[src/rtl/csr_arb_pkg.sv]
// Shared types and constants for the two-master CSR arbiter.
package csr_arb_pkg;

   localparam int unsigned ADDR_W_DEF = 16;
   localparam int unsigned DATA_W_DEF = 32;

   // Read data returned to a master whose read never got a CSR response
   localparam logic [31:0] DEAD_BEEF = 32'hDEAD_BEEF;

   typedef enum logic [1:0] {
      IDLE    = 2'd0,
      ISSUE   = 2'd1,
      RD_WAIT = 2'd2,
      RESP    = 2'd3
   } arb_state_e;

endpackage

[src/rtl/csr_avmm_arbiter_if.sv]
// Bus bundle between the two Avalon-MM masters, the arbiter and csr_ctrl.
// The slave modport is the arbiter's view; master is the environment's view.
interface csr_avmm_arbiter_if
   import csr_arb_pkg::*;
#(
   parameter int unsigned ADDR_W = ADDR_W_DEF,
   parameter int unsigned DATA_W = DATA_W_DEF
);

   logic [ADDR_W-1:0] m0_address;
   logic              m0_read;
   logic              m0_write;
   logic [DATA_W-1:0] m0_writedata;
   logic              m0_waitrequest;
   logic [DATA_W-1:0] m0_readdata;
   logic              m0_readdatavalid;

   logic [ADDR_W-1:0] m1_address;
   logic              m1_read;
   logic              m1_write;
   logic [DATA_W-1:0] m1_writedata;
   logic              m1_waitrequest;
   logic [DATA_W-1:0] m1_readdata;
   logic              m1_readdatavalid;

   logic [ADDR_W-1:0] csr_wr_rd_addr;
   logic              csr_wr_en;
   logic              csr_rd_en;
   logic [DATA_W-1:0] csr_wr_data;
   logic [DATA_W-1:0] csr_rd_datain;
   logic              csr_rd_dvalid;

   modport slave (
      input  m0_address, m0_read, m0_write, m0_writedata,
      output m0_waitrequest, m0_readdata, m0_readdatavalid,
      input  m1_address, m1_read, m1_write, m1_writedata,
      output m1_waitrequest, m1_readdata, m1_readdatavalid,
      output csr_wr_rd_addr, csr_wr_en, csr_rd_en, csr_wr_data,
      input  csr_rd_datain, csr_rd_dvalid
   );

   modport master (
      output m0_address, m0_read, m0_write, m0_writedata,
      input  m0_waitrequest, m0_readdata, m0_readdatavalid,
      output m1_address, m1_read, m1_write, m1_writedata,
      input  m1_waitrequest, m1_readdata, m1_readdatavalid,
      input  csr_wr_rd_addr, csr_wr_en, csr_rd_en, csr_wr_data,
      output csr_rd_datain, csr_rd_dvalid
   );

endinterface

[src/rtl/csr_avmm_arbiter.sv]
// Round-robin arbiter sharing the CSR register port between two Avalon-MM
// masters, one transaction in flight at a time. All outputs are registered.
// Optional feature: define CSR_ARB_TIMEOUT_EN to bound the read-response wait
// and raise a sticky arb_timeout_err.
module csr_avmm_arbiter
   import csr_arb_pkg::*;
#(
   parameter int unsigned ADDR_W  = ADDR_W_DEF,
   parameter int unsigned DATA_W  = DATA_W_DEF,
   parameter int unsigned TIMEOUT = 255
) (
   input  logic               clk,
   input  logic               rst_n,
   csr_avmm_arbiter_if.slave  bus,
   output logic               arb_timeout_err
);

   // A zero timeout would make the response counter compare meaningless
   if (TIMEOUT == 0) begin : g_bad_timeout
      $error("csr_avmm_arbiter: TIMEOUT must be nonzero");
   end

   arb_state_e        state_q, state_d;
   logic              owner_q, owner_d;      // master that owns the port
   logic              last_q, last_d;        // master granted most recently
   logic              is_wr_q, is_wr_d;
   logic [ADDR_W-1:0] addr_q, addr_d;
   logic [DATA_W-1:0] wdata_q, wdata_d;
   logic              wr_en_q, wr_en_d;
   logic              rd_en_q, rd_en_d;
   logic              wait0_q, wait0_d;
   logic              wait1_q, wait1_d;
   logic              rdv0_q, rdv0_d;
   logic              rdv1_q, rdv1_d;
   logic [DATA_W-1:0] rdata0_q, rdata0_d;
   logic [DATA_W-1:0] rdata1_q, rdata1_d;

   logic              m0_req, m1_req;
   logic              gnt;
   logic              rsp_valid;
   logic [DATA_W-1:0] rsp_data;

`ifdef CSR_ARB_TIMEOUT_EN
   localparam int unsigned CNT_W = ($clog2(TIMEOUT + 1) > 8) ? $clog2(TIMEOUT + 1) : 8;
   logic [CNT_W-1:0] cnt_q, cnt_d;
   logic             err_q, err_d;
`endif

   assign m0_req = bus.m0_read | bus.m0_write;
   assign m1_req = bus.m1_read | bus.m1_write;

   // Next-state, capture and registered-output decode
   always_comb begin
      state_d   = state_q;
      owner_d   = owner_q;
      last_d    = last_q;
      is_wr_d   = is_wr_q;
      addr_d    = addr_q;
      wdata_d   = wdata_q;
      wr_en_d   = 1'b0;
      rd_en_d   = 1'b0;
      wait0_d   = 1'b1;
      wait1_d   = 1'b1;
      rdv0_d    = 1'b0;
      rdv1_d    = 1'b0;
      rdata0_d  = '0;
      rdata1_d  = '0;
      gnt       = 1'b0;
      rsp_valid = 1'b0;
      rsp_data  = '0;
`ifdef CSR_ARB_TIMEOUT_EN
      cnt_d     = cnt_q;
      err_d     = err_q;
`endif
      unique case (state_q)
         IDLE: begin
            if (m0_req || m1_req) begin
               // On contention the master not granted last wins
               gnt      = (m0_req && m1_req) ? ~last_q : m1_req;
               owner_d  = gnt;
               last_d   = gnt;
               addr_d   = gnt ? bus.m1_address   : bus.m0_address;
               wdata_d  = gnt ? bus.m1_writedata : bus.m0_writedata;
               // read and write together resolve to a write
               is_wr_d  = gnt ? bus.m1_write : bus.m0_write;
               wr_en_d  = is_wr_d;
               rd_en_d  = ~is_wr_d;
               wait0_d  = gnt;
               wait1_d  = ~gnt;
               state_d  = ISSUE;
            end
         end
         ISSUE: begin
            state_d = is_wr_q ? IDLE : RD_WAIT;
`ifdef CSR_ARB_TIMEOUT_EN
            cnt_d   = '0;
`endif
         end
         RD_WAIT: begin
            if (bus.csr_rd_dvalid) begin
               rsp_valid = 1'b1;
               rsp_data  = bus.csr_rd_datain;
            end
`ifdef CSR_ARB_TIMEOUT_EN
            else if (cnt_q == CNT_W'(TIMEOUT - 1)) begin
               rsp_valid = 1'b1;
               rsp_data  = DATA_W'(DEAD_BEEF);
               err_d     = 1'b1;
            end else begin
               cnt_d = cnt_q + CNT_W'(1);
            end
`endif
            if (rsp_valid) begin
               rdv0_d   = ~owner_q;
               rdv1_d   = owner_q;
               rdata0_d = owner_q ? '0 : rsp_data;
               rdata1_d = owner_q ? rsp_data : '0;
               state_d  = RESP;
            end
         end
         RESP: begin
            state_d = IDLE;
         end
         default: begin
            state_d = IDLE;
         end
      endcase
   end

   // State and output registers
   always_ff @(posedge clk or negedge rst_n) begin
      if (!rst_n) begin
         state_q  <= IDLE;
         owner_q  <= 1'b0;
         last_q   <= 1'b1;
         is_wr_q  <= 1'b0;
         addr_q   <= '0;
         wdata_q  <= '0;
         wr_en_q  <= 1'b0;
         rd_en_q  <= 1'b0;
         wait0_q  <= 1'b1;
         wait1_q  <= 1'b1;
         rdv0_q   <= 1'b0;
         rdv1_q   <= 1'b0;
         rdata0_q <= '0;
         rdata1_q <= '0;
`ifdef CSR_ARB_TIMEOUT_EN
         cnt_q    <= '0;
         err_q    <= 1'b0;
`endif
      end else begin
         state_q  <= state_d;
         owner_q  <= owner_d;
         last_q   <= last_d;
         is_wr_q  <= is_wr_d;
         addr_q   <= addr_d;
         wdata_q  <= wdata_d;
         wr_en_q  <= wr_en_d;
         rd_en_q  <= rd_en_d;
         wait0_q  <= wait0_d;
         wait1_q  <= wait1_d;
         rdv0_q   <= rdv0_d;
         rdv1_q   <= rdv1_d;
         rdata0_q <= rdata0_d;
         rdata1_q <= rdata1_d;
`ifdef CSR_ARB_TIMEOUT_EN
         cnt_q    <= cnt_d;
         err_q    <= err_d;
`endif
      end
   end

   assign bus.csr_wr_rd_addr   = addr_q;
   assign bus.csr_wr_data      = wdata_q;
   assign bus.csr_wr_en        = wr_en_q;
   assign bus.csr_rd_en        = rd_en_q;
   assign bus.m0_waitrequest   = wait0_q;
   assign bus.m1_waitrequest   = wait1_q;
   assign bus.m0_readdatavalid = rdv0_q;
   assign bus.m1_readdatavalid = rdv1_q;
   assign bus.m0_readdata      = rdata0_q;
   assign bus.m1_readdata      = rdata1_q;

`ifdef CSR_ARB_TIMEOUT_EN
   assign arb_timeout_err = err_q;
`else
   assign arb_timeout_err = 1'b0;
`endif

endmodule

[src/flat_wrapper.sv]
// flat-port wrapper written by rule: the top's interface ports become plain ports
module csr_avmm_arbiter_flat import csr_arb_pkg::*;
#(
   parameter int unsigned ADDR_W  = ADDR_W_DEF,
   parameter int unsigned DATA_W  = DATA_W_DEF,
   parameter int unsigned TIMEOUT = 255
)
  (clk, rst_n, arb_timeout_err, bus_m0_address, bus_m0_read, bus_m0_write, bus_m0_writedata, bus_m0_waitrequest, bus_m0_readdata, bus_m0_readdatavalid, bus_m1_address, bus_m1_read, bus_m1_write, bus_m1_writedata, bus_m1_waitrequest, bus_m1_readdata, bus_m1_readdatavalid, bus_csr_wr_rd_addr, bus_csr_wr_en, bus_csr_rd_en, bus_csr_wr_data, bus_csr_rd_datain, bus_csr_rd_dvalid);
  csr_avmm_arbiter_if #(.ADDR_W(ADDR_W), .DATA_W(DATA_W)) bus_i ();
  input  logic clk;
  input  logic rst_n;
  output logic arb_timeout_err;
  input wire logic [$bits(bus_i.m0_address)-1:0] bus_m0_address;
  input wire logic [$bits(bus_i.m0_read)-1:0] bus_m0_read;
  input wire logic [$bits(bus_i.m0_write)-1:0] bus_m0_write;
  input wire logic [$bits(bus_i.m0_writedata)-1:0] bus_m0_writedata;
  output wire logic [$bits(bus_i.m0_waitrequest)-1:0] bus_m0_waitrequest;
  output wire logic [$bits(bus_i.m0_readdata)-1:0] bus_m0_readdata;
  output wire logic [$bits(bus_i.m0_readdatavalid)-1:0] bus_m0_readdatavalid;
  input wire logic [$bits(bus_i.m1_address)-1:0] bus_m1_address;
  input wire logic [$bits(bus_i.m1_read)-1:0] bus_m1_read;
  input wire logic [$bits(bus_i.m1_write)-1:0] bus_m1_write;
  input wire logic [$bits(bus_i.m1_writedata)-1:0] bus_m1_writedata;
  output wire logic [$bits(bus_i.m1_waitrequest)-1:0] bus_m1_waitrequest;
  output wire logic [$bits(bus_i.m1_readdata)-1:0] bus_m1_readdata;
  output wire logic [$bits(bus_i.m1_readdatavalid)-1:0] bus_m1_readdatavalid;
  output wire logic [$bits(bus_i.csr_wr_rd_addr)-1:0] bus_csr_wr_rd_addr;
  output wire logic [$bits(bus_i.csr_wr_en)-1:0] bus_csr_wr_en;
  output wire logic [$bits(bus_i.csr_rd_en)-1:0] bus_csr_rd_en;
  output wire logic [$bits(bus_i.csr_wr_data)-1:0] bus_csr_wr_data;
  input wire logic [$bits(bus_i.csr_rd_datain)-1:0] bus_csr_rd_datain;
  input wire logic [$bits(bus_i.csr_rd_dvalid)-1:0] bus_csr_rd_dvalid;
  assign bus_i.m0_address = bus_m0_address;
  assign bus_i.m0_read = bus_m0_read;
  assign bus_i.m0_write = bus_m0_write;
  assign bus_i.m0_writedata = bus_m0_writedata;
  assign bus_m0_waitrequest = bus_i.m0_waitrequest;
  assign bus_m0_readdata = bus_i.m0_readdata;
  assign bus_m0_readdatavalid = bus_i.m0_readdatavalid;
  assign bus_i.m1_address = bus_m1_address;
  assign bus_i.m1_read = bus_m1_read;
  assign bus_i.m1_write = bus_m1_write;
  assign bus_i.m1_writedata = bus_m1_writedata;
  assign bus_m1_waitrequest = bus_i.m1_waitrequest;
  assign bus_m1_readdata = bus_i.m1_readdata;
  assign bus_m1_readdatavalid = bus_i.m1_readdatavalid;
  assign bus_csr_wr_rd_addr = bus_i.csr_wr_rd_addr;
  assign bus_csr_wr_en = bus_i.csr_wr_en;
  assign bus_csr_rd_en = bus_i.csr_rd_en;
  assign bus_csr_wr_data = bus_i.csr_wr_data;
  assign bus_i.csr_rd_datain = bus_csr_rd_datain;
  assign bus_i.csr_rd_dvalid = bus_csr_rd_dvalid;
  csr_avmm_arbiter #(.ADDR_W(ADDR_W), .DATA_W(DATA_W), .TIMEOUT(TIMEOUT)) u_core (.clk(clk), .rst_n(rst_n), .bus(bus_i), .arb_timeout_err(arb_timeout_err));
endmodule
[config.mk]
export PLATFORM = sky130hd
export DESIGN_NAME = csr_avmm_arbiter_flat
export DESIGN_NICKNAME = d
export VERILOG_FILES = /design/src/rtl/csr_arb_pkg.sv /design/src/rtl/csr_avmm_arbiter_if.sv /design/src/rtl/csr_avmm_arbiter.sv /design/src/flat_wrapper.sv
export SDC_FILE = /design/constraint.sdc
export NUM_CORES = 1
export LEC_CHECK = 0
export CORE_MARGIN = 1
export CORE_UTILIZATION = 39
export CTS_CLUSTER_SIZE = 30
export DETAILED_ROUTE_END_ITERATION = 7
export PLACE_DENSITY_LB_ADDON = 0.12
export SLEW_MARGIN = 0
export SYNTH_ARGS = -nofsm -noshare
export SYNTH_HDL_FRONTEND = slang
export SYNTH_SLANG_ARGS = --single-unit
[constraint.sdc]
create_clock -name clk -period 2.19 [get_ports clk]
set_input_delay 0.219 -clock clk [delete_from_list [all_inputs] [get_ports clk]]
set_output_delay 0.219 -clock clk [all_outputs]
set_load 0.02 [all_outputs]
==> results.py <==
metrics = {
    "route": {
        "wl_mm": 13.7,
        "wl_per_cell_um": 18.4,
        "viasPerCell": 5.09,
        "drt-pass1-iter-count": 4,
        "dr.first_iter.drc_count": 249,
        "remaining_drc_errors": 0,
        "antenna_left": 0,
        "vias": 3802,
    },
    "clocking": {
        "ctsRootBufferMaster": "clkbuf_16",
        "cts_buffer_depth": 2,
        "cts_buffers": 17,
        "numClockSinks": 123,
        "cts_resized": 0,
        "clkSlewWorstSetupHoldPaths_ns": 0.05,
        "cts_tree": "done",
        "post-cts-setup-buffers": 0,
        "htreeDepth": 4,
        "clkLatencyLatePin_ns": 0.41,
    },
    "synth": {
        "syn_area_um2": 4790,
        "synth_largest_area_cell": "dfrtp_1",
        "yosysUniqueCellTypes": 28,
        "syn-instance-count": 338,
        "synthTopCellsByArea": "dfrtp_1 (63%), and2_1 (8.4%), a221o_1 (7.3%)",
        "synth_top_area_frac": 0.626,
        "syn_nets": 473,
        "ys.warnings.count": 0,
        "synth_seq_cells": 123,
        "ys_seq_area_frac": 0.643,
        "syn_avg_cell_area_um2": 14.2,
    },
    "cells_and_area": {
        "utilization": 0.662,
        "postLayoutCellArea_um2": 7950,
        "final_common_cell": "clkdlybuf4s50_1",
        "diodes": 0,
        "drive_gt1_frac": 0.120,
        "nNetsFinal": 727,
        "fin_cells": 747,
        "most-common-layout-cells": "clkdlybuf4s50_1 (251), dfrtp_1 (120), and2_1 (64), a21boi_1 (37), a221o_1 (35)",
        "area_growth_pct": 65.8,
    },
    "setup_path": {
        "cpMaxStageDelayCell": "clkdlybuf4s50_1",
        "crit_family": "buffers and inverters",
        "critPathArrivalTime_ns": 1.54,
        "cp-start-kind": "flip-flop",
        "crit_fanout": 1,
        "path_class": "flip-flop to primary output",
        "critPathBufInv": 1,
        "cp.required_ns": 1.97,
        "reg2reg_slack_ns": 0.47,
        "cp-end-kind": "primary output",
        "crit_path_max_incr_delay_ns": 0.62,
        "crit_chain": "clkdlybuf4s50_1",
    },
    "run_status": {
        "outcome": "finished clean",
    },
    "timing": {
        "setup_tns_ns": 0,
        "final-setup-viol-count": 0,
        "rsz0062_at_grt": "no",
        "slew_viol_final": 0,
        "holdWs_ns": 0.309,
        "skew_ns": 0.00996,
        "period_share": 0.802,
        "layout_min_cycle_time_ns": 1.76,
        "worst_slack_ns": 0.434,
        "max_freq_ghz": 0.570,
        "hold_violations": 0,
    },
    "placement": {
        "hpwlAfterDp_mm": 9.57,
        "gp_congestion": 0.749,
        "port-buffer-count": 252,
        "place_area_um2": 7390,
        "place_inst": 719,
        "pre_cts_slack_ns": 0.197,
    },
    "floorplanning": {
        "initial_utilization": 0.399,
        "num_rows": 40,
        "io_pins": 254,
        "die_w_um": 113,
        "dieArea_um2": 12700,
        "die_h_um": 113,
        "coreArea_um2": 12000,
    },
    "global_routing": {
        "grt_overflow": 0,
        "grt_max_degree": 61,
        "grt_usage": 0.225,
        "grt_pass1_vias": 3989,
        "grt_pass1_wl_mm": 21.5,
        "antenna_found_initial": 0,
    },
    "min_path": {
        "hold_class": "input port to async pin",
    },
    "flow_run": {
        "max_cap_viol_count": 0,
    },
    "pwr": {
        "power.density_nw_per_um2": 1250,
        "p_leak_nw": 3.50,
        "power_mw": 9.97,
        "irDropWorstVdd_mv": 0.756,
    },
}
-- flip-flops by register name, summed over array words and instances (netlist names), named ones only --
signal and flops:
u_core.last_q 1, u_core.bus.csr_wr_rd_addr 16, u_core.bus.csr_rd_en 1, u_core.bus.m1_readdata 32
u_core.bus.csr_wr_data 32, u_core.bus.m1_readdatavalid 1, u_core.owner_q 1, u_core.bus.m0_waitrequest 1
u_core.state_q 1, u_core.is_wr_q 1, u_core.bus.m0_readdatavalid 1, u_core.bus.m1_waitrequest 1
u_core.bus.m0_readdata 32, u_core.bus.csr_wr_en 1
-- where the power goes --
group / switching, mW / internal, mW / leakage (nW)
Sequential: 0.308 / 2.93 / 1.61
Combinational: 1.99 / 2.14 / 1.61
Clock: 0.905 / 1.71 / 0.273
Total: 3.21 / 6.77 / 3.50
-- final timing paths --
check,cells past startpoint,to,start
max,1,bus_m1_waitrequest,u_core.bus.m1_waitrequest
min,2,u_core.bus.csr_wr_rd_addr[6],rst_n
max reg2reg,5,u_core.bus.csr_wr_rd_addr[14],flip-flop
min reg2reg,1,u_core.owner_q,u_core.owner_q
max in group asynchronous,3,u_core.bus.csr_wr_data[5],rst_n
min in group clk,2,u_core.bus.m0_readdata[5],bus_csr_rd_datain[5]
-- what timing repair did --
action,CTS,global route
hold endpoints to repair,31,0
endpoints found under the setup margin,0,0
hold buffers,1,0
-- synthesized netlist by cell type --
| cell | n |
|---|---|
| dfrtp_1 | 120 |
| and2_1 | 64 |
| a21boi_1 | 37 |
| a221o_1 | 35 |
| a221o_2 | 13 |
| a21boi_2 | 12 |
| buf_6 | 12 |
| clkbuf_1 | 7 |
| buf_2 | 6 |
| dfstp_2 | 3 |
| dlymetal6s2s_1 | 3 |
| inv_1 | 3 |
| nor2_1 | 3 |
| a21o_1 | 2 |
| and3b_1 | 2 |
| nand2_1 | 2 |
| nand2b_1 | 2 |
| nand3b_1 | 2 |
| a21o_2 | 1 |
| a21oi_1 | 1 |
| a41o_1 | 1 |
| buf_4 | 1 |
| conb_1 | 1 |
| mux2i_1 | 1 |
| nor2_4 | 1 |
| o21ai_0 | 1 |
| o221a_2 | 1 |
| or4_4 | 1 |
-- logic make-up (layout without fill, tap and decap cells) --
| group | Yosys count | after routing | synth area share |
|---|---|---|---|
| AND/OR/NAND/NOR | 77 | 77 | 0.102 |
| flip-flops | 123 | 123 | 0.643 |
| buffers and inverters | 32 | 294 | 0.0517 |
| multiplexers | 1 | 1 | 0.00209 |
| other | 1 | 1 | 0.000782 |
| AO/OA/AOI/OAI | 104 | 104 | 0.201 |
-- per-layer routing --
| metal | track usage | part of all wire | up-vias |
|---|---|---|---|
| li1 | - | - | 1720 |
| met1 | 0.262 | 0.39 | 1864 |
| met2 | 0.354 | 0.48 | 188 |
| met3 | 0.104 | 0.11 | 30 |
| met4 | 0.111 | 0.027 | 0 |
| met5 | 0 | 0 | - |
-- cell type report --
| class | count | area, um^2 |
|---|---|---|
| Inverter | 3 | 11.3 |
| Fill cell | 911 | 4060 |
| Clock inverter | 2 | 35.0 |
| Tap cell | 147 | 184 |
| Clock buffer | 25 | 515 |
| Timing Repair Buffer | 264 | 2650 |
| Multi-Input combinational cell | 183 | 1470 |
| Sequential cell | 123 | 3080 |
Note: power is estimated with default switching activity, not from simulation.
==> RTL change 1: new RTL, same settings <==
The option `CSR_ARB_TIMEOUT_EN` is turned on by a define.
--- a/src/rtl/csr_avmm_arbiter.sv
+++ b/src/rtl/csr_avmm_arbiter.sv
@@ -4,2 +4,4 @@
 // and raise a sticky arb_timeout_err.
+`define CSR_ARB_TIMEOUT_EN
+
 module csr_avmm_arbiter
Function: same outputs for any inputs over 10 cycles, from zero or initial values and one cycle with rst_n low; that may be too few to reach the edited logic, so the function may still have changed.
==> RTL change 1 against the original RTL <==
Area after synthesis is 4.1% higher; power is 6.5% higher; clock power is 19% higher; worst setup slack better by 0.0084 ns; synthesized cell count is 39% higher; sequential share of layout area is 0.42 points higher; core utilization is 2.6 points higher; final area is 6.2% higher; sequential power is 8.7% higher; wire length is 6.3% higher; non-clock buffer count is 2 higher; critical path type unchanged; critical endpoint is now bus_m0_waitrequest; sequential cell count is 9 higher; cell count is 22% higher.
==> RTL change 1: results (changes against the original RTL) <==
* DR vias at 4398 (was 3802)
* I/O Buffers at 253 (was 252)
* FILL cells at 920 (was 911)
* Synth cell types at 31 (was 28)
* Area after DPL at 7780 µm² (was 7390 µm²)
* Worst hold path cell count at 3
* Total GRT Usage at 22.7% (was 22.5%)
* Clk_skew at 0.00944 ns (was 0.00996 ns)
* Layout Nets at 865 (was 727)
* Pre-CTS setup slack at 0.222 ns (was 0.197 ns)
* Drt pass-1 iters at 5 (was 4)
* Post-DP HPWL at 10600 µm (was 9570 µm)
* Cell count after synthesis at 469 (was 338)
* Largest family of logic cells by synthesized area: simple AND/OR/NAND/NOR gates (was compound AO/OA/AOI/OAI gates)
* Layout cell share with drive strength beyond 1 at 7.29% (was 12.0%)
* Routed wire length per instance at 16.1 µm (was 18.4 µm)
* Mux share of post-synthesis cell area at 0% (was 0.209%)
* DR iter-0 viols at 367 (was 249)
* Peak supply drop at 0.687 mV (was 0.756 mV)
* Vias in the first global route at 4526 (was 3989)
* Status: completed (unchanged)
* Comb power at 4010 µW (was 4130 µW)
* Placer Congestion at 0.821 (was 0.749)
* Via/cell ratio at 4.84 (was 5.09)
* Register-to-Register Path Depth at 4 (was 5)
* Hold WC Path Type: in2reg (was in2async)
* Metal3 WL at 1300 µm (was 1480 µm)
* First-pass GRT wire length at 22400 µm (was 21500 µm)
* Met1 Resource Use GR at 25.4% (was 26.2%)
* Seq/Total Area, Yosys at 66.3% (was 64.3%)
* Static leakage at 0.00386 µW (was 0.00350 µW)
* Worst flop-to-flop path endpoint: u_core.cnt_q[7] (was u_core.bus.csr_wr_rd_addr[14])
* Mapped Nets at 606 (was 473)
* Switching pwr at 3600 µW (was 3210 µW)
* Post-synth top cells: dfrtp_1 (129), nand2_1 (113), nor2_1 (69) (was dfrtp_1 (120), and2_1 (64), a21boi_1 (37))
* M1 WL at 5560 µm (was 5320 µm)
* Met2 wire length at 7440 µm (was 6560 µm)
* Clock distribution power at 3100 µW (was 2610 µW)
* Synth Area in Compound Gates at 10.4% (was 20.1%)
* Synth top area cells: dfrtp_1 (65%), nand2_1 (8.5%), a22oi_1 (7.2%), nor2_1 (5.2%), nor2b_1 (3.1%) (was dfrtp_1 (63%), and2_1 (8.4%), a221o_1 (7.3%), a21boi_1 (5.8%), a221o_2 (3.1%))
* Area grow syn2layout at 69.1% (was 65.8%)
* Post-synthesis adder-cell area fraction at 0.502% (was 0%)
* Min Hold Slack at 0.326 ns (was 0.309 ns)
==> RTL change 1: worst max-delay path by stage <==
stage,from,end,slack [ns]
after floorplan,u_core.cnt_q[0],u_core.bus.m1_readdata[10],0.67
after global placement,bus_m1_write,u_core.bus.csr_wr_data[14],0.31
after detailed placement,bus_m1_write,u_core.bus.csr_wr_data[19],0.22
after CTS,u_core.bus.m0_waitrequest,bus_m0_waitrequest,0.43
after global routing,flip-flop,u_core.cnt_q[5],0.36
final,u_core.bus.m0_waitrequest,bus_m0_waitrequest,0.44
==> RTL change 1: cell type report <==
class,count,area share (%)
multi-input cells,304,18.4
clock buffers,17,5.04
well taps,168,2.49
inverters,7,0.311
clock inverters,15,2.68
flip-flops and latches,132,39.2
repair buffers,266,31.9
==> RTL change 1: worst register-to-register path, cell delays in order (launching register included) <==
cell	delay, ns
dfrtp_1	0.47
nor3b_4	0.31
o21ai_2	0.22
or4_1	0.51
a21oi_1	0.14
==> RTL change 2: new RTL, config.mk and constraints unchanged <==
Made on the original files. Re-encode `arb_state_e` (4 states) as one-hot, 4 bits wide.
--- a/src/rtl/csr_arb_pkg.sv
+++ b/src/rtl/csr_arb_pkg.sv
@@ -9,7 +9,7 @@
 
-   typedef enum logic [1:0] {
-      IDLE    = 2'd0,
-      ISSUE   = 2'd1,
-      RD_WAIT = 2'd2,
-      RESP    = 2'd3
+   typedef enum logic [3:0] {
+      IDLE    = 4'b0001,
+      ISSUE   = 4'b0010,
+      RD_WAIT = 4'b0100,
+      RESP    = 4'b1000
    } arb_state_e;
Behaviour: no difference found for any inputs over 10 cycles, from zero or initial values and one cycle with rst_n low; not proved beyond that.
==> RTL change 2 against the original RTL <==
Sequential cell count rose by 2; wire length fell by 2.3%; area after synthesis fell by 0.78%; cell count rose by 1.9%; power fell by 4.3%; worst setup slack got worse by 0.13 ns; final area rose by 1.0%; largest power group unchanged.
==> RTL change 2: results (changes against the original RTL) <==
* CTS buffer count at 17 (unchanged)
* DR vias at 3870 (was 3802)
* Largest net degree at the start of global routing at 67 (was 61)
* Synth cell types at 32 (was 28)
* Layout Nets at 742 (was 727)
* Longest Clk Path Bufs at 2 (unchanged)
* Metal3 WL at 1070 µm (was 1480 µm)
* Seq/Total Area, Yosys at 65.9% (was 64.3%)
* Post-DP HPWL at 9140 µm (was 9570 µm)
* Static leakage at 0.00352 µW (was 0.00350 µW)
* Critical path peak fanout at 36 (was 1)
* Min Hold Slack at 0.206 ns (was 0.309 ns)
* Synth Area in Compound Gates at 19.1% (was 20.1%)
* FILL cells at 844 (was 911)
* Clk_skew at 0.00652 ns (was 0.00996 ns)
* R2R setup slack at 0.30 ns (was 0.47 ns)
* Crit-path max cell delay at 0.55 ns (was 0.62 ns)
* Met2 wire length at 6680 µm (was 6560 µm)
* Syn Area/Cell at 13.6 µm² (was 14.2 µm²)
* M1 WL at 5260 µm (was 5320 µm)
* Vias in the first global route at 4079 (was 3989)
* Layout cell share with drive strength beyond 1 at 7.77% (was 12.0%)
* Placer Congestion at 0.801 (was 0.749)
* First-pass GRT wire length at 21300 µm (was 21500 µm)
* Critical Path Sink: u_core.bus.csr_wr_data[7] (was bus_m1_waitrequest)
* Critical path origin: u_core.state_q[0] (was u_core.bus.m1_waitrequest)
* Routed wire length at 13400 µm (was 13700 µm)
* Peak supply drop at 0.799 mV (was 0.756 mV)
* Status: completed (unchanged)
* Synth top area cells: dfrtp_1 (64%), a221o_1 (9.7%), and2_1 (8.7%), a21boi_0 (7.4%), dfstp_2 (2.2%) (was dfrtp_1 (63%), and2_1 (8.4%), a221o_1 (7.3%), a21boi_1 (5.8%), a221o_2 (3.1%))
* Crit path max-delay family: flip-flops (was buffers and inverters)
* Mapped Nets at 486 (was 473)
-- RTL change 2: changes by cell type in the layout (fill, tap and decap cells not counted), moves of 4 or more --
cell | unedited run | this run
a21boi_0 | 0 | 47
a21boi_1 | 37 | 0
a21boi_2 | 12 | 0
a221o_1 | 35 | 46
a221o_2 | 13 | 0
nor2_1 | 1 | 5
-- RTL change 2: stage by stage --
stage	power (µW)	worst slack [ns]	util [%]
4_1_cts	9630	0.292	68.8
3_3_place_gp	6920	0.111	64.1
5_1_grt	10000	0.233	68.8
3_5_place_dp	7000	0.0804	64.1
6_report	9550	0.300	68.8
2_1_floorplan	5250	0.385	-
-- RTL change 2: layer usage --
| metal | global-route usage, % | vias up |
|---|---|---|
| li1 | - | 1777 |
| met5 | 0 | - |
| met4 | 11.3 | 0 |
| met1 | 25.1 | 1879 |
| met3 | 8.21 | 38 |
| met2 | 37.6 | 176 |
-- RTL change 2: area by class of cell --
cell class	count	area (µm²)	area share, %
clock buffer	23	478	5.95
clock inverter	7	65.1	0.810
inverter	4	15.0	0.187
multi-input combinational	194	1480	18.4
sequential	125	3130	39.0
tap	143	179	2.23
timing repair buffer	265	2680	33.4
-- RTL change 2: power breakdown --
part	total, µW	internal (µW)	switching [µW]
Clock	2580	1630	955
Sequential	3210	2900	310
Combinational	3760	1960	1800
-- RTL change 2: worst reg2reg max path, delay by kind of cell (launching register included) --
kind | cells | cell delay [ns]
buffers and inverters | 2 | 0.47
AOI/OAI and AO/OA | 2 | 0.45
DFF | 1 | 0.55
and+or+nand+nor | 1 | 0.34
